**config.mk**
```make
export PLATFORM = sky130hd
export DESIGN_NAME = ram_port_arbiter_flat
export DESIGN_NICKNAME = d
export VERILOG_FILES = /design/src/rtl/ram_port_arbiter_if.sv /design/src/rtl/ram_port_arbiter.sv /design/src/flat_wrapper.sv
export SDC_FILE = /design/constraint.sdc
export NUM_CORES = 1
export LEC_CHECK = 0
export CAP_MARGIN = 10
export CORE_MARGIN = 2
export CORE_UTILIZATION = 30
export DETAILED_ROUTE_END_ITERATION = 12
export DONT_BUFFER_PORTS = 1
export GPL_TIMING_DRIVEN = 0
export HOLD_SLACK_MARGIN = 0.12
export PLACE_DENSITY_LB_ADDON = 0.05
export REMOVE_ABC_BUFFERS = 1
export SLEW_MARGIN = 20
export SYNTH_ARGS = -nofsm -noshare
export SYNTH_HDL_FRONTEND = slang
export SYNTH_SLANG_ARGS = --single-unit
```
**constraint.sdc**
```tcl
create_clock -name clk -period 4.85 [get_ports clk]
set_clock_uncertainty 0.05 [all_clocks]
set_input_delay 0.2425 -clock clk [delete_from_list [all_inputs] [get_ports clk]]
set_output_delay 0.2425 -clock clk [all_outputs]
set_load 0.03 [all_outputs]
```
**src/rtl/ram_port_arbiter_if.sv**
```systemverilog
// Single requester port of the RAM arbiter: request/write payload in, grant and
// registered read data back. The requester uses master, the arbiter uses slave.
interface ram_port_arbiter_if #(
    parameter int AW = 32,
    parameter int DW = 32
);
    logic          req;
    logic          we;
    logic [AW-1:0] addr;
    logic [DW-1:0] wdata;
    logic          gnt;
    logic [DW-1:0] rdata;
    logic          rvalid;

    modport master (
        output req, we, addr, wdata,
        input  gnt, rdata, rvalid
    );

    modport slave (
        input  req, we, addr, wdata,
        output gnt, rdata, rvalid
    );
endinterface

```
**src/rtl/ram_port_arbiter.sv**
```systemverilog
// Shares the data RAM port between the CPU load/store unit and the UART loader DMA.
// CPU has fixed priority, but a hold window of MAX_HOLD grants bounds either side's tenure.
module ram_port_arbiter #(
    parameter int AW       = 32,
    parameter int DW       = 32,
    parameter int MAX_HOLD = 8
) (
    input  logic                clk,
    input  logic                rst_n,
    ram_port_arbiter_if.slave   cpu,
    ram_port_arbiter_if.slave   dma,
    output logic                ram_we,
    output logic [AW-1:0]       ram_addr,
    output logic [DW-1:0]       ram_wdata,
    input  logic [DW-1:0]       ram_rdata
);

    typedef enum logic [1:0] {
        S_IDLE = 2'd0,
        S_CPU  = 2'd1,
        S_DMA  = 2'd2
    } state_t;

    localparam int            HW       = (MAX_HOLD > 1) ? $clog2(MAX_HOLD) : 1;
    localparam logic [HW-1:0] HOLD_MAX = HW'(MAX_HOLD - 1);

    state_t        state, state_next;
    logic [HW-1:0] hold_cnt, hold_next;

    logic          cpu_gnt, dma_gnt;
    logic          cpu_rvalid_q, dma_rvalid_q;
    logic [DW-1:0] cpu_rdata_q, dma_rdata_q;

    // NOTE: sequential state uses non-blocking assignments so every flop samples pre-edge values.
    always_ff @(posedge clk or negedge rst_n) begin
        if (!rst_n) begin
            state    <= S_IDLE;
            hold_cnt <= '0;
        end else begin
            state    <= state_next;
            hold_cnt <= hold_next;
        end
    end

    // hold_cnt counts grants already given to the current owner; it saturates
    // while the other side is quiet so a late request is served on the next grant.
    // NOTE: defaults at the top of every always_comb keep it free of inferred latches.
    always_comb begin
        state_next = state;
        hold_next  = hold_cnt;
        unique case (state)
            S_IDLE: begin
                hold_next = '0;
                if (cpu.req)      state_next = S_CPU;
                else if (dma.req) state_next = S_DMA;
            end
            S_CPU: begin
                if (!cpu.req) begin
                    hold_next  = '0;
                    state_next = dma.req ? S_DMA : S_IDLE;
                end else if (hold_cnt == HOLD_MAX) begin
                    if (dma.req) begin
                        hold_next  = '0;
                        state_next = S_DMA;
                    end
                end else begin
                    hold_next = hold_cnt + HW'(1);
                end
            end
            S_DMA: begin
                if (!dma.req) begin
                    hold_next  = '0;
                    state_next = cpu.req ? S_CPU : S_IDLE;
                end else if (hold_cnt == HOLD_MAX) begin
                    if (cpu.req) begin
                        hold_next  = '0;
                        state_next = S_CPU;
                    end
                end else begin
                    hold_next = hold_cnt + HW'(1);
                end
            end
            default: begin
                hold_next  = '0;
                state_next = S_IDLE;
            end
        endcase
    end

    always_comb begin
        cpu_gnt   = 1'b0;
        dma_gnt   = 1'b0;
        ram_we    = 1'b0;
        ram_addr  = '0;
        ram_wdata = '0;
        unique case (state)
            S_CPU: begin
                cpu_gnt   = cpu.req;
                ram_we    = cpu.req & cpu.we;
                ram_addr  = cpu.addr;
                ram_wdata = cpu.wdata;
            end
            S_DMA: begin
                dma_gnt   = dma.req;
                ram_we    = dma.req & dma.we;
                ram_addr  = dma.addr;
                ram_wdata = dma.wdata;
            end
            default: ;
        endcase
    end

    // The RAM reads combinationally, so read data is captured at the grant edge itself.
    always_ff @(posedge clk or negedge rst_n) begin
        if (!rst_n) begin
            cpu_rvalid_q <= 1'b0;
            dma_rvalid_q <= 1'b0;
            cpu_rdata_q  <= '0;
            dma_rdata_q  <= '0;
        end else begin
            cpu_rvalid_q <= cpu_gnt & ~cpu.we;
            dma_rvalid_q <= dma_gnt & ~dma.we;
            if (cpu_gnt && !cpu.we) cpu_rdata_q <= ram_rdata;
            if (dma_gnt && !dma.we) dma_rdata_q <= ram_rdata;
        end
    end

    assign cpu.gnt    = cpu_gnt;
    assign cpu.rvalid = cpu_rvalid_q;
    assign cpu.rdata  = cpu_rdata_q;
    assign dma.gnt    = dma_gnt;
    assign dma.rvalid = dma_rvalid_q;
    assign dma.rdata  = dma_rdata_q;

endmodule

```
**src/flat_wrapper.sv**
```systemverilog
// flat-port wrapper written by rule: the top's interface ports become plain ports
module ram_port_arbiter_flat 
#(
    parameter int AW       = 32,
    parameter int DW       = 32,
    parameter int MAX_HOLD = 8
)
  (clk, rst_n, ram_we, ram_addr, ram_wdata, ram_rdata, cpu_req, cpu_we, cpu_addr, cpu_wdata, cpu_gnt, cpu_rdata, cpu_rvalid, dma_req, dma_we, dma_addr, dma_wdata, dma_gnt, dma_rdata, dma_rvalid);
  ram_port_arbiter_if #(.AW(AW), .DW(DW)) cpu_i ();
  ram_port_arbiter_if #(.AW(AW), .DW(DW)) dma_i ();
  input  logic clk;
  input  logic rst_n;
  output logic ram_we;
  output logic [AW-1:0] ram_addr;
  output logic [DW-1:0] ram_wdata;
  input  logic [DW-1:0] ram_rdata;
  input wire logic [$bits(cpu_i.req)-1:0] cpu_req;
  input wire logic [$bits(cpu_i.we)-1:0] cpu_we;
  input wire logic [$bits(cpu_i.addr)-1:0] cpu_addr;
  input wire logic [$bits(cpu_i.wdata)-1:0] cpu_wdata;
  output wire logic [$bits(cpu_i.gnt)-1:0] cpu_gnt;
  output wire logic [$bits(cpu_i.rdata)-1:0] cpu_rdata;
  output wire logic [$bits(cpu_i.rvalid)-1:0] cpu_rvalid;
  input wire logic [$bits(dma_i.req)-1:0] dma_req;
  input wire logic [$bits(dma_i.we)-1:0] dma_we;
  input wire logic [$bits(dma_i.addr)-1:0] dma_addr;
  input wire logic [$bits(dma_i.wdata)-1:0] dma_wdata;
  output wire logic [$bits(dma_i.gnt)-1:0] dma_gnt;
  output wire logic [$bits(dma_i.rdata)-1:0] dma_rdata;
  output wire logic [$bits(dma_i.rvalid)-1:0] dma_rvalid;
  assign cpu_i.req = cpu_req;
  assign cpu_i.we = cpu_we;
  assign cpu_i.addr = cpu_addr;
  assign cpu_i.wdata = cpu_wdata;
  assign cpu_gnt = cpu_i.gnt;
  assign cpu_rdata = cpu_i.rdata;
  assign cpu_rvalid = cpu_i.rvalid;
  assign dma_i.req = dma_req;
  assign dma_i.we = dma_we;
  assign dma_i.addr = dma_addr;
  assign dma_i.wdata = dma_wdata;
  assign dma_gnt = dma_i.gnt;
  assign dma_rdata = dma_i.rdata;
  assign dma_rvalid = dma_i.rvalid;
  ram_port_arbiter #(.AW(AW), .DW(DW), .MAX_HOLD(MAX_HOLD)) u_core (.clk(clk), .rst_n(rst_n), .cpu(cpu_i), .dma(dma_i), .ram_we(ram_we), .ram_addr(ram_addr), .ram_wdata(ram_wdata), .ram_rdata(ram_rdata));
endmodule
```
## Word-level counts from Yosys, hierarchy flattened

Index checks and enable logic that the tools add are counted.

- Bits in registers: 71
- Bits of input ports: 166
- Output and inout port bits: 133
- Word-level logic and storage cells: 50

- $add $sub $neg: 1
- Equal/unequal tests: 8
- Mux-type cells: 22
- Bitwise operators: 6
- Reductions and logical operators: 7

Operator list:

| kind | number |
|---|---|
| case mux 32 bit (2 select lines) | 2 |
| two-way mux 3 bit | 6 |
| two-way mux 2 bit | 8 |
| != test 4 bit (second input constant) | 2 |
| != test 3 x 2 -> 1 bit (second input constant) | 2 |
| case mux 2 bit (3 select lines) | 1 |
| case mux 3 bit (2 select lines) | 1 |
| bitwise AND 1 bit | 4 |
| adder 3 x 1 -> 3 bit (second input constant) | 1 |
| == test 3 bit (second input constant) | 1 |
| two-way mux 1 bit | 3 |
| != test 3 bit (second input constant) | 1 |
| AND reduction 3 bit | 1 |
| == test 2 x 1 -> 1 bit (second input constant) | 1 |
| == test 2 bit (second input constant) | 1 |
| logical AND 1 bit | 2 |
| zero test 1 bit | 2 |
| zero test 2 bit | 1 |
| inverter 1 bit | 2 |
| case mux 1 bit (2 select lines) | 1 |
| AND reduction 2 bit | 1 |

## Logic depth before layout (Yosys ltp)

Gate-level depths: netlist of run 1.

- Word-level depth: 4
- Mapped depth: 9
- Depth with buffers taken out: 6

## Least setup slack after synthesis of run 1

OpenSTA, ideal clock, no wires.

- Path type: register -> output
- Start: register u_core.state[1]
- End: output ram_we
- Arrival: 1978 ps
- Data required time: 4558 ps
- Path slack: 2580 ps
- Stages on the path, launching flop included: 8
- Buffers on the path: 3
- Cells stage by stage: dfrtp_1 inv_1 ha_1 buf_4 buf_2 clkbuf_1 nand3_1 a21boi_0

- Longest elaborated chain between the ends: 2
- Elaborated cells between the ends (all ways): 3
- Classes of those cells: eq/ne: 2; mux: 1

Ends and longest elaborated chain:

| what | RTL line | source |
|---|---|---|
| start: declaration | ram_port_arbiter.sv:27 | `state_t state, state_next;` |
| start signal: assignment | ram_port_arbiter.sv:40 | `state <= state_next;` |
| == test 2 bit or == test 2 x 1 -> 1 bit (tied branches) | ram_port_arbiter.sv:96 | `unique case (state)` |
| case mux 1 bit (2 select lines) * | ram_port_arbiter.sv:96 |  |
| end: declaration | flat_wrapper.sv:13 | `output logic ram_we;` |

Every way passes the cells marked *; elsewhere a longest branch is shown, timed or not.

## Final worst setup path of run 1

- Start: register u_core.state[0]
- End: output ram_wdata[16]

- Longest elaborated chain between the ends: 2
- Elaborated cells between the ends (all ways): 3
- Classes of those cells: eq/ne: 2; mux: 1

Ends and longest elaborated chain:

| what | RTL line | source |
|---|---|---|
| == test 2 bit or == test 2 x 1 -> 1 bit (tied branches) | ram_port_arbiter.sv:96 |  |
| case mux 32 bit (2 select lines) * | ram_port_arbiter.sv:96 |  |
| end: declaration | flat_wrapper.sv:15 | `output logic [DW-1:0] ram_wdata;` |

Marked as above.

==> results_dict.tcl, run 1 <==
set metrics [dict create \
    multi_input_area_mm2 0.00196 \
    post-route-min-period_ns 3.02 \
    powerDensity_mw_per_mm2 832 \
    seqPwrFrac 0.416 \
    final_util 0.372 \
    rows 41 \
    switching_share 0.506 \
    path_max_fanout 41 \
    syn_inst 338 \
    fin_cells 532 \
    required_ns 4.56 \
    maxSlewHeadroom 0.306 \
    postRouteAntennaNets 0 \
    grt_pass1_wl_um 17500 \
    hp-start "dma_req" \
    cts_buffer_depth 2 \
    grt_pass1_vias 2789 \
    r2r-end "u_core.dma.rdata[10]" \
    wl_per_cell_um 22.4 \
    clk_latency_ns 0.32 \
    grt_overflow_total 0 \
    endpoint_kind "primary output" \
    timing.final.crit_share 0.623 \
    ir_drop_mv 0.310 \
    status "finished, final reports clean" \
    ys_warn_count 0 \
    drv_cap 0 \
    rsz0062_at_grt "false" \
    cts_resized 0 \
    ys_ff_latch 71 \
    fillers 1285 \
    worstPathArrival_ns 2.73 \
    r2r_setup_slack_ns 2.23 \
    first_iter_violations 119 \
    yosysTopAreaCellShare 0.451 \
    antenna_cells 0 \
    dp_cells 481 \
    synth_area_leader_cell "dfrtp_1" \
    numCtsBuffers 9 \
    die_w_um 119 \
    setup_viol 0 \
    ys_top_cells_by_area "dfrtp_1, a22oi_1, mux2_2, nor2b_1, mux2_4" \
    r2r_start "u_core.state[0]" \
    max_freq_mhz 331 \
    grt_max_degree 72 \
    tightestPinTransition_ns 1.03 \
    ff2ff_path_depth 6 \
    wl_um 11900 \
    finalHoldViolCount 0 \
    drc 0 \
    synth_area_mm2 0.00394 \
    ys_types 36 \
    power_mw 3.94 \
    leakage_nw 1.95 \
    whs_endpoint "u_core.state[0]" \
    synthArstFlopShare 1.00 \
    via_per_inst 5.26 \
    worst_hold_slack_ns 0.158 \
    antenna_found_initial 0 \
    dp_hpwl_um 9220 \
    area_growth_pct 20.3 \
    worst_setup_path_start_kind "flop" \
    syn_avg_cell_area_um2 11.7 \
    io_pins 299 \
    min_path_type "input port to flop" \
    cts_tree "done" \
    hold_depth 2 \
    die_h_um 119 \
    ys_seq_area_frac 0.451 \
    p_int_mw 1.95 \
    dieArea_mm2 0.0141 \
    power.switching_mw 1.99 \
    start_util 0.310 \
    port_buffers 0 \
    nets 527 \
    pwr-share-clk 0.168 \
    first_pass_iters 4 \
    regArea_mm2 0.00178 \
    crit_type "flop to primary output" \
    gr-usage-all-layers 0.164 \
    cts_sinks 71 \
    p_comb_frac 0.416 \
    cts_max_level 3 \
    place.gp.congestion 0.810 \
    path_clk_slew_ns 0.05 \
    fin_tns_setup_ns 0 \
    vias 2800 \
    finalMaxSlewViolations 0 \
    synth_edf_count 0 \
    ys.flop_type "dfrtp_1" \
    root_buffer "clkbuf_16" \
    drive_above_1_share 0.233 \
    core_mm2 0.0127 \
]
[synthesized netlist by cell type (2+ instances only)]
| master | instances |
|---|---|
| mux2_1 | 9 |
| a21boi_0 | 2 |
| clkbuf_2 | 2 |
| buf_2 | 6 |
| nand2_1 | 3 |
| ha_1 | 6 |
| nand3_1 | 3 |
| nor2b_1 | 64 |
| dfrtp_1 | 71 |
| and3b_1 | 2 |
| clkbuf_1 | 13 |
| buf_6 | 7 |
| buf_1 | 3 |
| a22oi_1 | 64 |
| mux2_2 | 36 |
| o21ai_0 | 2 |
| mux2_4 | 20 |
| a21oi_1 | 2 |
| inv_1 | 6 |
[flip-flops by register name, summed over array words and instances, names as in the netlist]
| signal | flops |
|---|---|
| u_core.state | 2 |
| u_core.dma.rvalid | 1 |
| u_core.cpu.rdata | 32 |
| u_core.dma.rdata | 32 |
| u_core.cpu.rvalid | 1 |
| u_core.hold_cnt | 3 |
[stage by stage]
step	setup slack, ns	area, µm²
after floorplan	1.54	3750
after detailed placement	2.19	4060
after global routing	1.67	4740
after CTS	1.83	4740
final	1.83	4740
after global placement	0.633	3970
[power by group through the flow]
stage / registers (mW) / clock network, mW / logic (mW)
CTS: 1.65 / 0.689 / 1.66
global route: 1.68 / 0.712 / 1.77
finish: 1.64 / 0.663 / 1.64
floorplan: 1.56 / 0 / 1.31
global placement: 1.66 / 0 / 1.54
detailed placement: 1.65 / 0 / 1.62
[final cells by class]
cell class	count	share of cell area
Sequential cell	71	0.375
Clock inverter	5	0.0119
Multi-Input combinational cell	227	0.414
Clock buffer	11	0.0533
Inverter	8	0.00660
Tap cell	172	0.0454
Timing Repair Buffer	38	0.0935
[cell families (layout without fill, tap and decap cells)]
family | after synthesis | in the layout | synth area share
simple gates | 79 | 79 | 0.125
compound gates | 76 | 76 | 0.143
fa+ha+maj | 6 | 6 | 0.0191
buf+inv | 40 | 62 | 0.0553
mux | 66 | 66 | 0.207
flops | 71 | 71 | 0.451
[timing repair]
action                    CTS  global route
hold buffers               35             0
setup buffers               0             0
hold endpoints to repair  136             0
[how the worst max path moves through the flow]
| stage | start | endpoint | cells after the start |
|---|---|---|---|
| 3_3_place_gp | u_core.state[1] | u_core.cpu.rdata[31] | 6 |
| 5_1_grt | u_core.state[0] | ram_wdata[16] | 5 |
| 6_report | u_core.state[0] | ram_wdata[16] | 5 |
| 4_1_cts | u_core.state[0] | ram_wdata[16] | 5 |
| 3_5_place_dp | u_core.state[0] | ram_wdata[16] | 5 |
| 2_1_floorplan | u_core.state[1] | u_core.cpu.rdata[31] | 6 |
[worst max-delay path, cell delays in order (launching register included)]
cell and delay, ns:
dfrtp_1 0.44, inv_1 0.13, ha_2 0.60, buf_12 0.27, a22oi_1 0.12, nor2b_1 0.83
[metal layers]
layer | wire (µm) | vias to the layer above | track usage
li1 | - | 1243 | -
met1 | 4580 | 1369 | 0.194
met2 | 5970 | 172 | 0.273
met3 | 1150 | 16 | 0.0608
met4 | 213 | 0 | 0.0573
met5 | 0 | - | 0
[cells in the final DEF (no fill, tap or decap), drive strengths merged]
cell / count
inv: 7
a21oi: 2
dfrtp: 71
nand2b: 1
nor2b: 64
o31ai: 1
and2: 1
mux2: 65
and3b: 2
a21boi: 2
o21ai: 3
clkinvlp: 1
ha: 6
a22oi: 64
dlygate4sd3: 34
mux2i: 1
buf: 4
clkbuf: 11
bufinv: 1
nand2: 4
and3: 1
nand3b: 1
or2: 2
nand3: 3
o22a: 1
o22ai: 1
a22o: 1
o311a: 1
clkinv: 4
(Power assumes the default switching activity.)
==> inputs of run 2 (changes only) <==
==> constraint.sdc (replaced) <==
create_clock -name clk -period 2.7 [get_ports clk]
set_clock_uncertainty 0.05 [all_clocks]
set_input_delay 0.135 -clock clk [delete_from_list [all_inputs] [get_ports clk]]
set_output_delay 0.135 -clock clk [all_outputs]
set_load 0.03 [all_outputs]
==> run 2 against run 1 <==
Compared with the run above:
- critical path depth decreased by 1
- non-clock buffer count rose by 3
- global-route usage grew 0.15 points
- design area increased by 2.2%
- via count increased by 1.4%
- cell count grew 0.56%
- worst setup slack worse by 1.7 ns
- power up 84%
- register-to-register slack worse by 1.9 ns
- clock power rose by 79%
- sequential share of layout area shrank 0.81 points
- highest routed layer unchanged
- sequential cell count did not move
==> results_dict.tcl, run 2 (same netlist as run 1, synthesis figures left out) <==
set metrics [dict create \
    fin_cells 535 \
    post-route-min-period_ns 2.57 \
    worst_setup_path_start_kind "flop" \
    setup_viol 0 \
    timing.final.crit_share 0.950 \
    wl_per_cell_um 23.1 \
    grt_max_degree 72 \
    grt_overflow_total 0 \
    numCtsBuffers 9 \
    crit_type "flop to primary output" \
    grt_pass1_vias 2818 \
    ir_drop_mv 0.551 \
    dp_cells 481 \
    cts_tree "done" \
    setup_ws_ns 0.134 \
    vias 2840 \
    dieArea_mm2 0.0141 \
    endpoint_kind "primary output" \
    via_per_inst 5.31 \
    gr-usage-all-layers 0.166 \
    finalMaxSlewViolations 0 \
    core_mm2 0.0127 \
    r2r_start "u_core.state[0]" \
    max_freq_mhz 390 \
    grt_pass1_wl_um 17600 \
    cts_buffer_depth 2 \
    die_h_um 119 \
    path_max_fanout 36 \
    postRouteAntennaNets 0 \
    cts_sinks 71 \
    ff2ff_path_depth 6 \
    cts_max_level 3 \
    wl_um 12300 \
    tightestPinTransition_ns 0.681 \
    maxSlewHeadroom 0.545 \
    first_pass_iters 4 \
    hp-start "dma_req" \
    root_buffer "clkbuf_16" \
    path_clk_slew_ns 0.05 \
    nets 530 \
    start_util 0.310 \
    place.gp.congestion 0.810 \
    area_growth_pct 22.9 \
    port_buffers 0 \
    die_w_um 119 \
    power_mw 7.26 \
    clk_latency_ns 0.32 \
    r2r_setup_slack_ns 0.30 \
    finalHoldViolCount 0 \
    whs_endpoint "u_core.state[1]" \
    antenna_cells 0 \
    leakage_nw 1.99 \
    layout_commonest_cell "dfrtp_1" \
    first_iter_violations 96 \
    drc 0 \
    required_ns 2.52 \
    rows 41 \
    drv_cap 0 \
    r2r-end "u_core.dma.rdata[10]" \
    drive_above_1_share 0.289 \
    hold_depth 3 \
    dpl_worst_slack_ns 0.0481 \
    status "finished, final reports clean" \
    powerDensity_mw_per_mm2 1500 \
    min_path_type "input port to flop" \
    antenna_found_initial 0 \
    dp_hpwl_um 9220 \
    layout_common_cells "dfrtp_1, a22oi_1, nor2b_1, mux2_2, dlygate4sd3_1" \
    io_pins 299 \
    worst_hold_slack_ns 0.136 \
    worstPathArrival_ns 2.38 \
]
-- run 2: cell count changes in the layout (fill, tap and decap cells not counted) --
cell and change:
a21boi_0 -1, a21boi_1 +1, buf_12 +1, dlygate4sd3_1 +2, ha_2 -1, ha_4 +1, nor2b_1 -20, nor2b_2 +19
nor2b_4 +1
-- run 2: cell type report --
| cell class | count | area (µm²) |
|---|---|---|
| tap | 172 | 215 |
| inverter | 8 | 31.3 |
| fill | 1280 | 7880 |
| multi-input combinational | 227 | 2030 |
| clock inverter | 5 | 56.3 |
| timing repair buffer | 41 | 483 |
| sequential | 71 | 1780 |
| clock buffer | 11 | 253 |
-- run 2: where the power goes --
part | leakage, nW | internal (mW) | switching (mW) | total (mW)
combinational | 0.973 | 1.29 | 1.84 | 3.12
clock | 0.152 | 0.763 | 0.428 | 1.19
sequential | 0.866 | 1.56 | 1.39 | 2.95
-- run 2: through the flow --
stage,cell area [µm²],util,TNS (ns)
CTS,4790,0.377,0
global route,4840,0.381,-0.00539
finish,4840,0.381,0
detailed placement,4060,0.319,0
floorplan,3750,-,-20.47
global placement,3970,0.312,-111.76
-- run 2: routing by layer --
layer / part of all wire / global-route usage / up-vias / wire, µm
met1: 0.38 / 0.195 / 1402 / 4720
met4: 0.011 / 0.0543 / 0 / 141
met5: 0 / 0 / - / 0
met2: 0.51 / 0.279 / 177 / 6350
li1: - / - / 1252 / -
met3: 0.092 / 0.0618 / 9 / 1130
-- run 2: worst max path at each step --
stage,from,depth (start not counted),to
2_1_floorplan,u_core.state[1],6,u_core.cpu.rdata[31]
3_3_place_gp,u_core.state[1],6,u_core.cpu.rdata[31]
3_5_place_dp,u_core.state[0],6,u_core.dma.rdata[10]
4_1_cts,u_core.state[0],5,ram_wdata[21]
5_1_grt,u_core.state[0],4,ram_wdata[15]
6_report,u_core.state[0],4,ram_addr[29]
-- run 2: worst max-delay path, cell delays in order, from the launching register on --
cell	delay [ns]
dfrtp_1	0.44
inv_1	0.13
ha_2	0.68
buf_16	0.23
nor2b_1	0.58
-- run 2: repair_timing --
action                                 4_1_cts  5_1_grt
setup endpoints to repair                   13       65
resized for setup                           13       10
buffers inserted                             0        1
hold buffers                                37        0
endpoints found under the hold margin      137        0
==> inputs of run 3 (changes only) <==
--- a/config.mk
+++ b/config.mk
@@ -11,7 +11,7 @@
 export DETAILED_ROUTE_END_ITERATION = 12
 export DONT_BUFFER_PORTS = 1
 export GPL_TIMING_DRIVEN = 0
-export HOLD_SLACK_MARGIN = 0.12
+export HOLD_SLACK_MARGIN = 0.15
 export PLACE_DENSITY_LB_ADDON = 0.05
 export REMOVE_ABC_BUFFERS = 1
 export SLEW_MARGIN = 20
==> run 3 against run 2 <==
Compared with the run above:
- sequential share of layout area barely moved
- critical path depth did not move
- sequential power barely moved
- global-route usage did not move
- hold slack improved by 0.034 ns
- maximum frequency rose by 0.72%
- register-to-register slack barely moved
- die area did not move
- design area barely moved
- largest cell class unchanged
- largest power group unchanged
==> results_dict.tcl, run 3 (same netlist as run 1, synthesis figures left out) <==
set metrics [dict create \
    status "finished, final reports clean" \
    antenna_found_initial 0 \
    core_mm2 0.0127 \
    nets 530 \
    rows 41 \
    min_path_type "input port to flop" \
    maxSlewHeadroom 0.547 \
    path_max_fanout 36 \
    crit_buf_inv 2 \
    grt_overflow_total 0 \
    crit_type "flop to primary output" \
    timing.final.crit_share 0.943 \
    die_w_um 119 \
    postRouteAntennaNets 0 \
    drive_above_1_share 0.287 \
    die_h_um 119 \
    required_ns 2.52 \
    power_mw 7.24 \
    grt_max_degree 72 \
    worstPathArrival_ns 2.36 \
    seqPwrFrac 0.407 \
    layout_commonest_cell "dfrtp_1" \
    finalMaxSlewViolations 0 \
    tightestPinTransition_ns 0.678 \
    start_util 0.310 \
    slowest_stage "ha_2" \
    io_pins 299 \
    root_buffer "clkbuf_16" \
    dp_hpwl_um 9220 \
    first_iter_violations 98 \
    worst_hold_slack_ns 0.170 \
    first_pass_iters 4 \
    post-route-min-period_ns 2.55 \
    max_freq_mhz 393 \
    cts_max_level 3 \
    wl_um 12400 \
    setup_viol 0 \
    finalHoldViolCount 0 \
    crit_chain "inv_1 -> ha_2 -> buf_16 -> nor2b_1" \
    cp_top_family "adder cells" \
    path_clk_slew_ns 0.05 \
    drc 0 \
    grt_pass1_vias 2816 \
    rsz0062_at_grt "true" \
    cts_buffer_depth 2 \
    ir_drop_mv 0.551 \
    p_int_mw 3.59 \
    fin_tns_setup_ns 0 \
    grt_pass1_wl_um 17600 \
    vias 2822 \
    cts_sinks 71 \
    cts_tree "done" \
    dieArea_mm2 0.0141 \
    pwr-share-clk 0.164 \
    critPathMaxStageDelay_ns 0.68 \
    worst_setup_path_start_kind "flop" \
    wl_per_cell_um 23.1 \
    clk_latency_ns 0.32 \
    layout_common_cells "dfrtp_1, a22oi_1, nor2b_1, mux2_2, dlygate4sd3_1" \
    via_per_inst 5.27 \
    antenna_cells 0 \
    port_buffers 0 \
    numCtsBuffers 9 \
    p_comb_frac 0.429 \
    leakage_nw 1.99 \
    stdcell_area_mm2 0.00484 \
    place.gp.congestion 0.810 \
    endpoint_kind "primary output" \
    place_area_mm2 0.00406 \
    powerDensity_mw_per_mm2 1500 \
    power.switching_mw 3.65 \
    drv_cap 0 \
    area_growth_pct 22.9 \
    switching_share 0.504 \
    gr-usage-all-layers 0.166 \
]
## run 3: cell counts in the layout (fill, tap and decap cells not counted)
Identical to the previous run, type by type.
## run 3: tightest hold or removal path, stage by stage
cell and delay, ns:
a21oi_1 0.13, o311a_1 0.16, o31ai_1 0.08
## run 3: area by class of cell
cell class | instances | area (µm²)
Sequential cell | 71 | 1780
Clock inverter | 5 | 56.3
Tap cell | 172 | 215
Fill cell | 1280 | 7880
Clock buffer | 11 | 253
Inverter | 8 | 31.3
Multi-Input combinational cell | 227 | 2030
Timing Repair Buffer | 41 | 483
## run 3: final timing paths
| path | startpoint | end | slack [ns] | cells after the start |
|---|---|---|---|---|
| max in group asynchronous | rst_n | u_core.cpu.rdata[28] | 2.00 | 2 |
| min | cpu_req | u_core.state[0] | 0.17 | 3 |
| min reg2reg | u_core.hold_cnt[0] | u_core.hold_cnt[0] | 0.43 | 1 |
| max | u_core.state[0] | ram_addr[29] | 0.15 | 4 |
| max reg2reg | u_core.state[0] | u_core.dma.rdata[10] | 0.31 | 6 |
| min in group asynchronous | rst_n | u_core.dma.rdata[21] | 0.29 | 2 |
## run 3: stage by stage
step,cells,worst slack (ns),utilization
global route,535,-0.00528,0.381
detailed placement,481,0.0481,0.319
finish,535,0.153,0.381
CTS,534,0.00681,0.377
global placement,478,-1.52,0.312
floorplan,306,-0.613,-
## run 3: routing by layer
layer,vias to the layer above,wire length [µm],track usage
li1,1249,-,-
met4,0,170,0.0558
met1,1394,4730,0.195
met3,10,1170,0.0623
met5,-,0,0
met2,169,6290,0.278
## run 3: what timing repair did
action | in CTS | in global routing
endpoints found under the hold margin | 137 | 0
pin swaps | 0 | 0
setup buffers | 0 | 1
hold buffers | 37 | 0
endpoints found under the setup margin | 13 | 64
resized for setup | 13 | 9
## run 3: power groups by stage
stage	Combinational [mW]	Sequential, mW	Clock (mW)
3_3_place_gp	2.77	2.98	0
5_1_grt	3.32	3.02	1.28
4_1_cts	3.04	2.96	1.24
2_1_floorplan	2.36	2.81	0
3_5_place_dp	2.91	2.96	0
6_report	3.11	2.95	1.19
